==> src/rtl/ps2_kbd_event_fifo_if.sv <==
`default_nettype none
// ============================================================================
// Module      : ps2_kbd_event_fifo_if
// Description : Read-side handshake of the PS/2 keyboard event FIFO.
// Revision    : 1.0 - initial release
// ============================================================================
interface ps2_kbd_event_fifo_if;
    logic        rd_valid;
    logic        rd_ready;
    logic [17:0] rd_data;

    modport master (
        output rd_valid,
        output rd_data,
        input  rd_ready
    );

    modport slave (
        input  rd_valid,
        input  rd_data,
        output rd_ready
    );
endinterface
`default_nettype wire

==> src/rtl/ps2_kbd_event_fifo.sv <==
`default_nettype none
// ============================================================================
// Module      : ps2_kbd_event_fifo
// Description : PS/2 keyboard receiver with make/break/E0 decode, shift
//               tracking, ASCII mapping and a first-word fall-through FIFO.
// Revision    : 1.0 - initial release
// ============================================================================
module ps2_kbd_event_fifo #(
    parameter int FIFO_DEPTH  = 8,
    parameter int SYNC_STAGES = 3,
    parameter int TIMEOUT_CYC = 50000
) (
    input  logic                         clk,
    input  logic                         rst,
    input  logic                         ps2_clk,
    input  logic                         ps2_data,
    input  logic                         clr_ovf,
    ps2_kbd_event_fifo_if.master         rd,
    output logic [$clog2(FIFO_DEPTH):0]  fifo_count,
    output logic                         overflow,
    output logic                         frame_err,
    output logic                         shift_held
);

    localparam int c_PTR_W = $clog2(FIFO_DEPTH);
    localparam int c_CNT_W = c_PTR_W + 1;
    localparam int c_TO_W  = $clog2(TIMEOUT_CYC + 1);

    localparam logic [c_CNT_W-1:0] c_FULL    = c_CNT_W'(FIFO_DEPTH);
    localparam logic [c_TO_W-1:0]  c_TO_LAST = c_TO_W'(TIMEOUT_CYC - 1);

    localparam logic [1:0] c_ST_IDLE    = 2'd0;
    localparam logic [1:0] c_ST_BRK     = 2'd1;
    localparam logic [1:0] c_ST_EXT     = 2'd2;
    localparam logic [1:0] c_ST_EXT_BRK = 2'd3;

    // ------------------------------------------------------------------
    // Pin synchronisers (stage 0 newest); idle bus level is high
    // ------------------------------------------------------------------
    logic [SYNC_STAGES-1:0] r_clk_sync;
    logic [SYNC_STAGES-1:0] r_dat_sync;
    logic                   w_fall;
    logic                   w_bit;

    always_ff @(posedge clk or posedge rst) begin
        if (rst) begin
            r_clk_sync <= '1;
            r_dat_sync <= '1;
        end else begin
            r_clk_sync <= {r_clk_sync[SYNC_STAGES-2:0], ps2_clk};
            r_dat_sync <= {r_dat_sync[SYNC_STAGES-2:0], ps2_data};
        end
    end

    assign w_fall = r_clk_sync[SYNC_STAGES-1] & ~r_clk_sync[SYNC_STAGES-2];
    assign w_bit  = r_dat_sync[SYNC_STAGES-1];

    // ------------------------------------------------------------------
    // Frame receiver and watchdog
    // r_shreg after ten bits: [0]=start, [8:1]=data, [9]=parity
    // ------------------------------------------------------------------
    logic [3:0]        r_bit_cnt;
    logic [9:0]        r_shreg;
    logic [c_TO_W-1:0] r_to_cnt;
    logic              r_byte_vld;
    logic [7:0]        r_byte;
    logic              r_frame_err;
    logic              w_frame_ok;
    logic              w_timeout;

    assign w_frame_ok = ~r_shreg[0] & w_bit & (^r_shreg[9:1]);
    assign w_timeout  = (r_bit_cnt != 4'd0) && !w_fall && (r_to_cnt == c_TO_LAST);

    always_ff @(posedge clk or posedge rst) begin
        if (rst) begin
            r_bit_cnt   <= 4'd0;
            r_shreg     <= '0;
            r_to_cnt    <= '0;
            r_byte_vld  <= 1'b0;
            r_byte      <= 8'h00;
            r_frame_err <= 1'b0;
        end else begin
            r_byte_vld  <= 1'b0;
            r_frame_err <= 1'b0;
            if (w_fall) begin
                r_to_cnt <= '0;
                if (r_bit_cnt == 4'd10) begin
                    r_bit_cnt <= 4'd0;
                    if (w_frame_ok) begin
                        r_byte_vld <= 1'b1;
                        r_byte     <= r_shreg[8:1];
                    end else begin
                        r_frame_err <= 1'b1;
                    end
                end else begin
                    r_bit_cnt <= r_bit_cnt + 4'd1;
                    r_shreg   <= {w_bit, r_shreg[9:1]};
                end
            end else if (r_bit_cnt != 4'd0) begin
                if (w_timeout) begin
                    r_bit_cnt   <= 4'd0;
                    r_to_cnt    <= '0;
                    r_frame_err <= 1'b1;
                end else begin
                    r_to_cnt <= r_to_cnt + 1'b1;
                end
            end
        end
    end

    // ------------------------------------------------------------------
    // Make/break/extended decoder
    // ------------------------------------------------------------------
    logic [1:0] r_state;
    logic [1:0] w_state_nxt;
    logic       w_emit;
    logic       w_ext;
    logic       w_rel;

    always_ff @(posedge clk or posedge rst) begin
        if (rst) begin
            r_state <= c_ST_IDLE;
        end else begin
            r_state <= w_state_nxt;
        end
    end

    always_comb begin
        w_state_nxt = r_state;
        if (r_byte_vld) begin
            case (r_state)
                c_ST_IDLE: begin
                    if (r_byte == 8'hF0)      w_state_nxt = c_ST_BRK;
                    else if (r_byte == 8'hE0) w_state_nxt = c_ST_EXT;
                end
                c_ST_BRK:     w_state_nxt = c_ST_IDLE;
                c_ST_EXT:     w_state_nxt = (r_byte == 8'hF0) ? c_ST_EXT_BRK : c_ST_IDLE;
                c_ST_EXT_BRK: w_state_nxt = c_ST_IDLE;
                default:      w_state_nxt = c_ST_IDLE;
            endcase
        end
    end

    always_comb begin
        w_emit = 1'b0;
        w_ext  = 1'b0;
        w_rel  = 1'b0;
        if (r_byte_vld) begin
            case (r_state)
                c_ST_IDLE: w_emit = (r_byte != 8'hF0) && (r_byte != 8'hE0);
                c_ST_BRK: begin
                    w_emit = 1'b1;
                    w_rel  = 1'b1;
                end
                c_ST_EXT: begin
                    w_emit = (r_byte != 8'hF0);
                    w_ext  = 1'b1;
                end
                c_ST_EXT_BRK: begin
                    w_emit = 1'b1;
                    w_ext  = 1'b1;
                    w_rel  = 1'b1;
                end
                default: w_emit = 1'b0;
            endcase
        end
    end

    // ------------------------------------------------------------------
    // Scancode set 2 to ASCII; letters map to lowercase first
    // ------------------------------------------------------------------
    logic [7:0] w_map;
    logic       w_letter;
    logic [7:0] w_ascii;

    always_comb begin
        w_map = 8'h00;
        case (r_byte)
            8'h1C: w_map = 8'h61;  8'h32: w_map = 8'h62;  8'h21: w_map = 8'h63;
            8'h23: w_map = 8'h64;  8'h24: w_map = 8'h65;  8'h2B: w_map = 8'h66;
            8'h34: w_map = 8'h67;  8'h33: w_map = 8'h68;  8'h43: w_map = 8'h69;
            8'h3B: w_map = 8'h6A;  8'h42: w_map = 8'h6B;  8'h4B: w_map = 8'h6C;
            8'h3A: w_map = 8'h6D;  8'h31: w_map = 8'h6E;  8'h44: w_map = 8'h6F;
            8'h4D: w_map = 8'h70;  8'h15: w_map = 8'h71;  8'h2D: w_map = 8'h72;
            8'h1B: w_map = 8'h73;  8'h2C: w_map = 8'h74;  8'h3C: w_map = 8'h75;
            8'h2A: w_map = 8'h76;  8'h1D: w_map = 8'h77;  8'h22: w_map = 8'h78;
            8'h35: w_map = 8'h79;  8'h1A: w_map = 8'h7A;
            8'h45: w_map = 8'h30;  8'h16: w_map = 8'h31;  8'h1E: w_map = 8'h32;
            8'h26: w_map = 8'h33;  8'h25: w_map = 8'h34;  8'h2E: w_map = 8'h35;
            8'h36: w_map = 8'h36;  8'h3D: w_map = 8'h37;  8'h3E: w_map = 8'h38;
            8'h46: w_map = 8'h39;
            8'h29: w_map = 8'h20;  8'h5A: w_map = 8'h0D;  8'h66: w_map = 8'h08;
            default: w_map = 8'h00;
        endcase
    end

    assign w_letter = (w_map >= 8'h61) && (w_map <= 8'h7A);

    always_comb begin
        w_ascii = 8'h00;
        if (!w_ext && !w_rel) begin
            w_ascii = (w_letter && shift_held) ? (w_map & 8'hDF) : w_map;
        end
    end

    // ------------------------------------------------------------------
    // Event register and shift state (bit 0 left, bit 1 right)
    // ------------------------------------------------------------------
    logic        r_evt_vld;
    logic [17:0] r_evt_data;
    logic [1:0]  r_shift_st;

    always_ff @(posedge clk or posedge rst) begin
        if (rst) begin
            r_evt_vld  <= 1'b0;
            r_evt_data <= '0;
            r_shift_st <= 2'b00;
        end else begin
            r_evt_vld <= w_emit;
            if (w_emit) begin
                r_evt_data <= {w_ext, w_rel, r_byte, w_ascii};
                if (!w_ext && (r_byte == 8'h12)) r_shift_st[0] <= ~w_rel;
                if (!w_ext && (r_byte == 8'h59)) r_shift_st[1] <= ~w_rel;
            end
        end
    end

    assign shift_held = |r_shift_st;

    // ------------------------------------------------------------------
    // Event FIFO; a pop frees the slot a simultaneous push lands in
    // ------------------------------------------------------------------
    logic [17:0]        r_mem [FIFO_DEPTH];
    logic [c_PTR_W-1:0] r_wr_ptr;
    logic [c_PTR_W-1:0] r_rd_ptr;
    logic [c_CNT_W-1:0] r_count;
    logic               r_ovf;
    logic               w_empty;
    logic               w_full;
    logic               w_pop;
    logic               w_push;
    logic               w_drop;

    assign w_empty = (r_count == '0);
    assign w_full  = (r_count == c_FULL);
    assign w_pop   = !w_empty && rd.rd_ready;
    assign w_push  = r_evt_vld && (!w_full || w_pop);
    assign w_drop  = r_evt_vld && w_full && !w_pop;

    always_ff @(posedge clk) begin
        if (w_push) r_mem[r_wr_ptr] <= r_evt_data;
    end

    always_ff @(posedge clk or posedge rst) begin
        if (rst) begin
            r_wr_ptr <= '0;
            r_rd_ptr <= '0;
            r_count  <= '0;
            r_ovf    <= 1'b0;
        end else begin
            if (w_push) r_wr_ptr <= r_wr_ptr + 1'b1;
            if (w_pop)  r_rd_ptr <= r_rd_ptr + 1'b1;
            case ({w_push, w_pop})
                2'b10:   r_count <= r_count + 1'b1;
                2'b01:   r_count <= r_count - 1'b1;
                default: r_count <= r_count;
            endcase
            if (w_drop)       r_ovf <= 1'b1;
            else if (clr_ovf) r_ovf <= 1'b0;
        end
    end

    assign rd.rd_valid = !w_empty;
    assign rd.rd_data  = w_empty ? '0 : r_mem[r_rd_ptr];
    assign fifo_count  = r_count;
    assign overflow    = r_ovf;
    assign frame_err   = r_frame_err;

endmodule
`default_nettype wire

==> src/flat_wrapper.sv <==
// flat-port wrapper written by rule: the top's interface ports become plain ports
module ps2_kbd_event_fifo_flat 
#(
    parameter int FIFO_DEPTH  = 8,
    parameter int SYNC_STAGES = 3,
    parameter int TIMEOUT_CYC = 50000
)
  (clk, rst, ps2_clk, ps2_data, clr_ovf, fifo_count, overflow, frame_err, shift_held, rd_rd_valid, rd_rd_data, rd_rd_ready);
  ps2_kbd_event_fifo_if rd_i ();
  input  logic clk;
  input  logic rst;
  input  logic ps2_clk;
  input  logic ps2_data;
  input  logic clr_ovf;
  output logic [$clog2(FIFO_DEPTH):0] fifo_count;
  output logic overflow;
  output logic frame_err;
  output logic shift_held;
  output wire logic [$bits(rd_i.rd_valid)-1:0] rd_rd_valid;
  output wire logic [$bits(rd_i.rd_data)-1:0] rd_rd_data;
  input wire logic [$bits(rd_i.rd_ready)-1:0] rd_rd_ready;
  assign rd_rd_valid = rd_i.rd_valid;
  assign rd_rd_data = rd_i.rd_data;
  assign rd_i.rd_ready = rd_rd_ready;
  ps2_kbd_event_fifo #(.FIFO_DEPTH(FIFO_DEPTH), .SYNC_STAGES(SYNC_STAGES), .TIMEOUT_CYC(TIMEOUT_CYC)) u_core (.clk(clk), .rst(rst), .ps2_clk(ps2_clk), .ps2_data(ps2_data), .clr_ovf(clr_ovf), .rd(rd_i), .fifo_count(fifo_count), .overflow(overflow), .frame_err(frame_err), .shift_held(shift_held));
endmodule
==> config.mk <==
export PLATFORM = sky130hd
export DESIGN_NAME = ps2_kbd_event_fifo_flat
export DESIGN_NICKNAME = d
export VERILOG_FILES = /design/src/rtl/ps2_kbd_event_fifo_if.sv /design/src/rtl/ps2_kbd_event_fifo.sv /design/src/flat_wrapper.sv
export SDC_FILE = /design/constraint.sdc
export NUM_CORES = 1
export LEC_CHECK = 0
export ABC_AREA = 1
export BUFFER_PORTS_ARGS = -buffer_cell sky130_fd_sc_hd__buf_2
export CORE_MARGIN = 10
export CORE_UTILIZATION = 62
export CTS_BUF_LIST = sky130_fd_sc_hd__clkbuf_8 sky130_fd_sc_hd__clkbuf_16
export DETAILED_ROUTE_END_ITERATION = 16
export GPL_TIMING_DRIVEN = 0
export PLACE_DENSITY = 0.9
export SLEW_MARGIN = 30
export SYNTH_ARGS = -nofsm -noshare
export SYNTH_HDL_FRONTEND = slang
export SYNTH_SLANG_ARGS = --single-unit
==> constraint.sdc <==
create_clock -name clk -period 2.6 [get_ports clk]
set_input_delay 0.39 -clock clk [delete_from_list [all_inputs] [get_ports clk]]
set_output_delay 0.39 -clock clk [all_outputs]
set_load 0.02 [all_outputs]
==> impl_metrics.tcl, run 1 <==
set metrics [dict create \
    ys_seq_area_frac 0.629 \
    die_h_um 145 \
    finalHoldViolations 0 \
    grt_remaining_overflow 0 \
    async_flop_share 0.367 \
    grt_pass1_wl_um 37300 \
    grt_pass1_vias 7413 \
    num_rows 45 \
    worst_pin_slew_ns 0.727 \
    layout_common_cells "nand2_1 (157), nor2_1 (141), edfxtp_1 (136)" \
    synth.distinct_cells 37 \
    hold_start "clr_ovf" \
    cts_max_level 1 \
    syn_to_final_growth_pct 14.9 \
    rr_startpoint "u_core.fifo_count[0]$_DFFE_PP0P_" \
    dieWidth_um 145 \
    place_ws_ns -0.209 \
    ios 32 \
    drtIter0Drc 856 \
    critPathMaxFanout 10 \
    crit_chain "inv_4 > buf_8 > clkbuf_8 > nor2_1 > o22ai_1 > o21ai_0 > a31oi_1 > buf_4" \
    gp_congestion 0.970 \
    slowest_stage "dfrtp_2" \
    grt_usage 0.224 \
    min_period_ns 2.57 \
    slew_headroom 0.513 \
    route.detailed.drc 0 \
    start_util 0.634 \
    hold_path_end "u_core.overflow$_DFFE_PP0P_" \
    cp.buffers_inverters 4 \
    die-area_um2 20900 \
    end_kind "primary output" \
    setup_viol 0 \
    final_common_cell "nand2_1" \
    ff2ff_path_depth 13 \
    peakVddDrop_mv 1.02 \
    vias 7560 \
    hpwl_um 15800 \
    cts_tree "built" \
    diodes 0 \
    path_clk_slew_ns 0.06 \
    syn_nets 977 \
    power_density_nw_per_um2 1040 \
    wirelength_um 23800 \
    fillers 962 \
    finalClockSkew_ns 0.0199 \
    final_area_um2 11100 \
    drv_cap 0 \
    final_nets 1045 \
    cpLargestDelayFamily "buffers and inverters" \
    antenna_found_initial 0 \
    vias_per_cell 6.18 \
    multi_input_area_um2 3230 \
    crit_type "reg -> out" \
    hold_class "in -> reg" \
    clockRootBuffer "clkbuf_16" \
    cts_buffers 22 \
    final-max-slew-violation-count 0 \
    fmax_mhz 390 \
    rr_endpoint "u_core.fifo_count[3]$_DFFE_PP0P_" \
    antenna_left 0 \
    synth-main-ff-cell "edfxtp_1" \
    total_leakage_power_nw 4.43 \
    min_path_cells 2 \
    cts_sinks 215 \
    grt_setup_unrepaired "true" \
    netlist_area_um2 9640 \
    dr.pass1.iters 6 \
    postSynthCellCount 954 \
    worstPathRequired_ns 2.21 \
    synth-edff-count 136 \
    r2r_setup_slack_ns 0.04 \
    insertion_delay_ns 0.50 \
    yosysWarnings 0 \
    worst_path_largest_cell_delay_ns 0.46 \
    cp-startpoint "u_core.r_rd_ptr[0]$_DFFE_PP0P_" \
    seq_area_um2 6070 \
    clk_path_buf_depth 3 \
    portBuffers 30 \
    fin_crit_sh 0.987 \
    grt_max_degree 43 \
    crit_path_start_kind "flip-flop" \
    status "completed" \
    arrival_ns 2.18 \
    syn_area_per_cell_um2 10.1 \
    wl_per_cell_um 19.4 \
    power_mw 11.5 \
    dpl_cell_area_um2 10200 \
    setup_slack_ns 0.0341 \
    coreArea_um2 15200 \
    yosys_register_bits 215 \
    drive_above_1_share 0.144 \
]
metrics by stage:
| step | instances | TNS, ns | util | hold WS (ns) |
|---|---|---|---|---|
| 4_1_cts | 1220 | 0 | 0.721 | 0.0716 |
| 6_report | 1223 | 0 | 0.729 | 0.0850 |
| 5_1_grt | 1223 | -0.190 | 0.729 | 0.0771 |
| 3_3_place_gp | 1172 | -51.69 | 0.660 | 0.346 |
| 2_1_floorplan | 954 | 0 | - | 0.345 |
| 3_5_place_dp | 1181 | -1.51 | 0.669 | 0.351 |
cells by family (layout without fill, tap and decap cells):
family                   after synthesis  in the layout  share of synthesized area
AND/OR/NAND/NOR                      377            377                      0.159
flip-flops                           215            215                      0.629
AO/OA/AOI/OAI                        204            204                      0.115
buffers and inverters                114            195                     0.0463
adder cells (fa/ha/maj)               17             17                     0.0228
XOR/XNOR                              17             17                     0.0162
multiplexers                           9              9                     0.0105
other                                  1              1                   0.000389
state kept, by name, indices dropped and copies added, names as in the netlist:
register and cells:
u_core.fifo_count 4, u_core.frame_err 1, u_core.overflow 1, u_core.r_bit_cnt 4
u_core.r_byte 8, u_core.r_byte_vld 1, u_core.r_clk_sync 3, u_core.r_dat_sync 3
u_core.r_evt_data 17, u_core.r_evt_vld 1, u_core.r_mem 136, u_core.r_rd_ptr 3
u_core.r_shift_st 2, u_core.r_shreg 10, u_core.r_state 2, u_core.r_to_cnt 16
u_core.r_wr_ptr 3
how the worst max path moves through the flow:
stage / endpoint / slack [ns] / cells after the start
after floorplan: u_core.fifo_count[0]$_DFFE_PP0P_ / 0.20 / 1
after global routing: u_core.fifo_count[3]$_DFFE_PP0P_ / -0.08 / 13
after CTS: rd_rd_data[14] / 0.002 / 8
final: rd_rd_data[2] / 0.03 / 8
after global placement: u_core.r_byte[2]$_DFFE_PP0P_ / -0.65 / 2
after detailed placement: rd_rd_data[14] / -0.21 / 9
power breakdown:
| part | internal (mW) | switching [mW] | leakage, nW |
|---|---|---|---|
| clock network | 1.68 | 1.24 | 0.336 |
| logic | 1.51 | 2.92 | 1.91 |
| registers | 3.84 | 0.273 | 2.18 |
| total | 7.04 | 4.43 | 4.43 |
cells in the mapped netlist (3+ instances only):
cell type,count,area share
nand2_1,158,0.062
nor2_1,151,0.059
edfxtp_1,136,0.42
o21ai_0,130,0.067
dfrtp_1,73,0.19
inv_1,72,0.028
nand3_1,42,0.022
clkbuf_1,28,0.011
o22ai_1,25,0.016
a21oi_1,21,0.011
a31oi_1,17,0.011
ha_1,16,0.021
nand4_1,12,0.0078
mux2_2,9,0.011
xnor2_1,8,0.0073
xor2_1,8,0.0073
buf_2,6,0.0031
dfstp_2,6,0.016
nor3_1,6,0.0031
nor4_1,4,0.0026
a32o_1,3,0.0031
buf_4,3,0.0023
o211ai_1,3,0.0023
area by class of cell:
| type | count | area share |
|---|---|---|
| Sequential cell | 215 | 0.548 |
| Multi-Input combinational cell | 625 | 0.291 |
| Clock buffer | 23 | 0.0519 |
| Timing Repair Buffer | 46 | 0.0318 |
| Inverter | 75 | 0.0259 |
| Buffer | 37 | 0.0217 |
| Tap cell | 188 | 0.0212 |
| Clock inverter | 14 | 0.00779 |
routing by layer:
layer  global-route usage  routed length (um)
met5                    0                   0
met2                0.395               12100
met1                0.271                9030
met4               0.0904                 745
met3               0.0339                1940
timing repair:
action | 4_1_cts | 5_1_grt
pin swaps | 0 | 6
endpoints found under the hold margin | 39 | 0
hold buffers | 3 | 0
gates resized for setup | 41 | 45
buffers inserted | 1 | 3
setup endpoints to repair | 19 | 17
No activity file was read; power rests on OpenSTA's default activity.
==> run 2: changes to the inputs <==
Settings changed: CORE_UTILIZATION 62 to 45, PLACE_DENSITY 0.9 to 0.71.
==> impl_metrics.tcl, run 2 (synthesis results as in run 1) <==
set metrics [dict create \
    cts_max_level 1 \
    crit_type "reg -> out" \
    p_int_mw 7.29 \
    dieWidth_um 166 \
    cts_sinks 215 \
    dp_cells 1268 \
    portBuffers 30 \
    crit_path_start_kind "flip-flop" \
    dpl_cell_area_um2 10300 \
    end_kind "primary output" \
    place_ws_ns -0.231 \
    drv_cap 0 \
    clockRootBuffer "clkbuf_16" \
    setup_viol 0 \
    final_common_cell "nand2_1" \
    final-max-slew-violation-count 0 \
    finalNonFillerCells 1313 \
    worst_pin_slew_ns 0.736 \
    grt_pass1_wl_um 35700 \
    grt_pass1_vias 6866 \
    fin_crit_sh 0.980 \
    hold_class "in -> reg" \
    wl_per_cell_um 16.6 \
    finalClockSkew_ns 0.0253 \
    p_comb_frac 0.363 \
    vias 7035 \
    die-area_um2 27700 \
    grt_usage 0.153 \
    critPathMaxFanout 10 \
    total_leakage_power_nw 4.47 \
    reg_top3 "u_core.r_mem (136), u_core.r_evt_data (17), u_core.r_to_cnt (16)" \
    hpwl_um 15200 \
    final_area_um2 11300 \
    layout_common_cells "nand2_1 (158), nor2_1 (143), edfxtp_1 (136)" \
    syn_to_final_growth_pct 16.7 \
    grt_max_degree 72 \
    fmax_mhz 393 \
    die_h_um 166 \
    antenna_left 0 \
    power_mw 11.5 \
    holdWs_ns 0.108 \
    num_rows 53 \
    coreArea_um2 21000 \
    p_clk_frac 0.282 \
    peakVddDrop_mv 0.985 \
    final_nets 1045 \
    hold_start "clr_ovf" \
    power_density_nw_per_um2 1030 \
    drive_above_1_share 0.141 \
    dr.pass1.iters 5 \
    insertion_delay_ns 0.52 \
    grt_setup_unrepaired "true" \
    largest_register "u_core.r_mem" \
    drtIter0Drc 575 \
    largest_reg_flops 136 \
    path_clk_slew_ns 0.06 \
    worstPathRequired_ns 2.21 \
    clk_path_buf_depth 3 \
    min_path_cells 2 \
    arrival_ns 2.16 \
    cp-startpoint "u_core.r_rd_ptr[0]$_DFFE_PP0P_" \
    grt_remaining_overflow 0 \
    min_period_ns 2.55 \
    fin_util 0.535 \
    wirelength_um 21900 \
    ff2ff_path_depth 13 \
    p_seq_frac 0.355 \
    rr_startpoint "u_core.fifo_count[1]$_DFFE_PP0P_" \
    slew_headroom 0.507 \
    cts_tree "built" \
    fin_tns_setup_ns 0 \
    ios 32 \
    finalHoldViolations 0 \
    vias_per_cell 5.36 \
    status "completed" \
    route.detailed.drc 0 \
    diodes 0 \
    switching_share 0.368 \
    start_util 0.459 \
    p_switching_mw 4.24 \
    gp_congestion 0.924 \
    setup_slack_ns 0.0527 \
    antenna_found_initial 0 \
    cts_buffers 22 \
]
==> run 2: cell types whose count changed in the layout (fill, tap and decap cells not counted), sizes merged <==
cell,before,now
bufinv,1,4
inv,76,77
clkinv,12,8
clkbuf,44,43
clkinvlp,0,4
==> run 2: power by group through the flow <==
stage | clock network [mW] | logic, mW | registers [mW]
after floorplan | 0 | 2.65 | 4.10
after global placement | 0 | 3.77 | 4.11
after detailed placement | 0 | 3.84 | 4.12
after CTS | 3.32 | 4.00 | 4.08
after global routing | 3.46 | 4.65 | 4.12
final | 3.25 | 4.19 | 4.09
==> run 2: what timing repair did <==
item	in CTS	in global routing
buffers inserted	3	1
pin swaps	0	5
hold buffers	3	0
hold endpoints to repair	10	0
setup endpoints to repair	17	13
resized for setup	36	41
==> run 2: area by class of cell <==
class                           count  area, um^2
Timing Repair Buffer               46         359
Sequential cell                   215        6070
Clock inverter                     18         205
Buffer                             37         240
Fill cell                        1814        9770
Tap cell                          275         344
Multi-Input combinational cell    625        3200
Clock buffer                       22         551
Inverter                           75         289
==> run 2: metal layers <==
layer	GRT usage	up-vias	routed length [um]
met4	0.0454	0	489
met2	0.269	195	11000
met5	0	-	0
li1	-	3430	-
met1	0.188	3368	9340
met3	0.0239	42	1010
==> run 2: critical path, cell delays in order, from the launching register on <==
cell,delay (ns)
dfrtp_2,0.43
inv_2,0.09
clkbuf_1,0.40
o21ai_0,0.23
a31oi_2,0.29
buf_4,0.19
==> run 2: worst paths after layout <==
kind | to | slack [ns]
worst max-delay path | rd_rd_data[13] | 0.05
worst min-delay path | u_core.overflow$_DFFE_PP0P_ | 0.11
worst max register to register | u_core.fifo_count[3]$_DFFE_PP0P_ | 0.21
worst min register to register | u_core.r_clk_sync[1]$_DFF_PP1_ | 0.36
max in group asynchronous | u_core.r_dat_sync[0]$_DFF_PP1_ | 1.66
min in group asynchronous | u_core.r_rd_ptr[1]$_DFFE_PP0P_ | 0.33
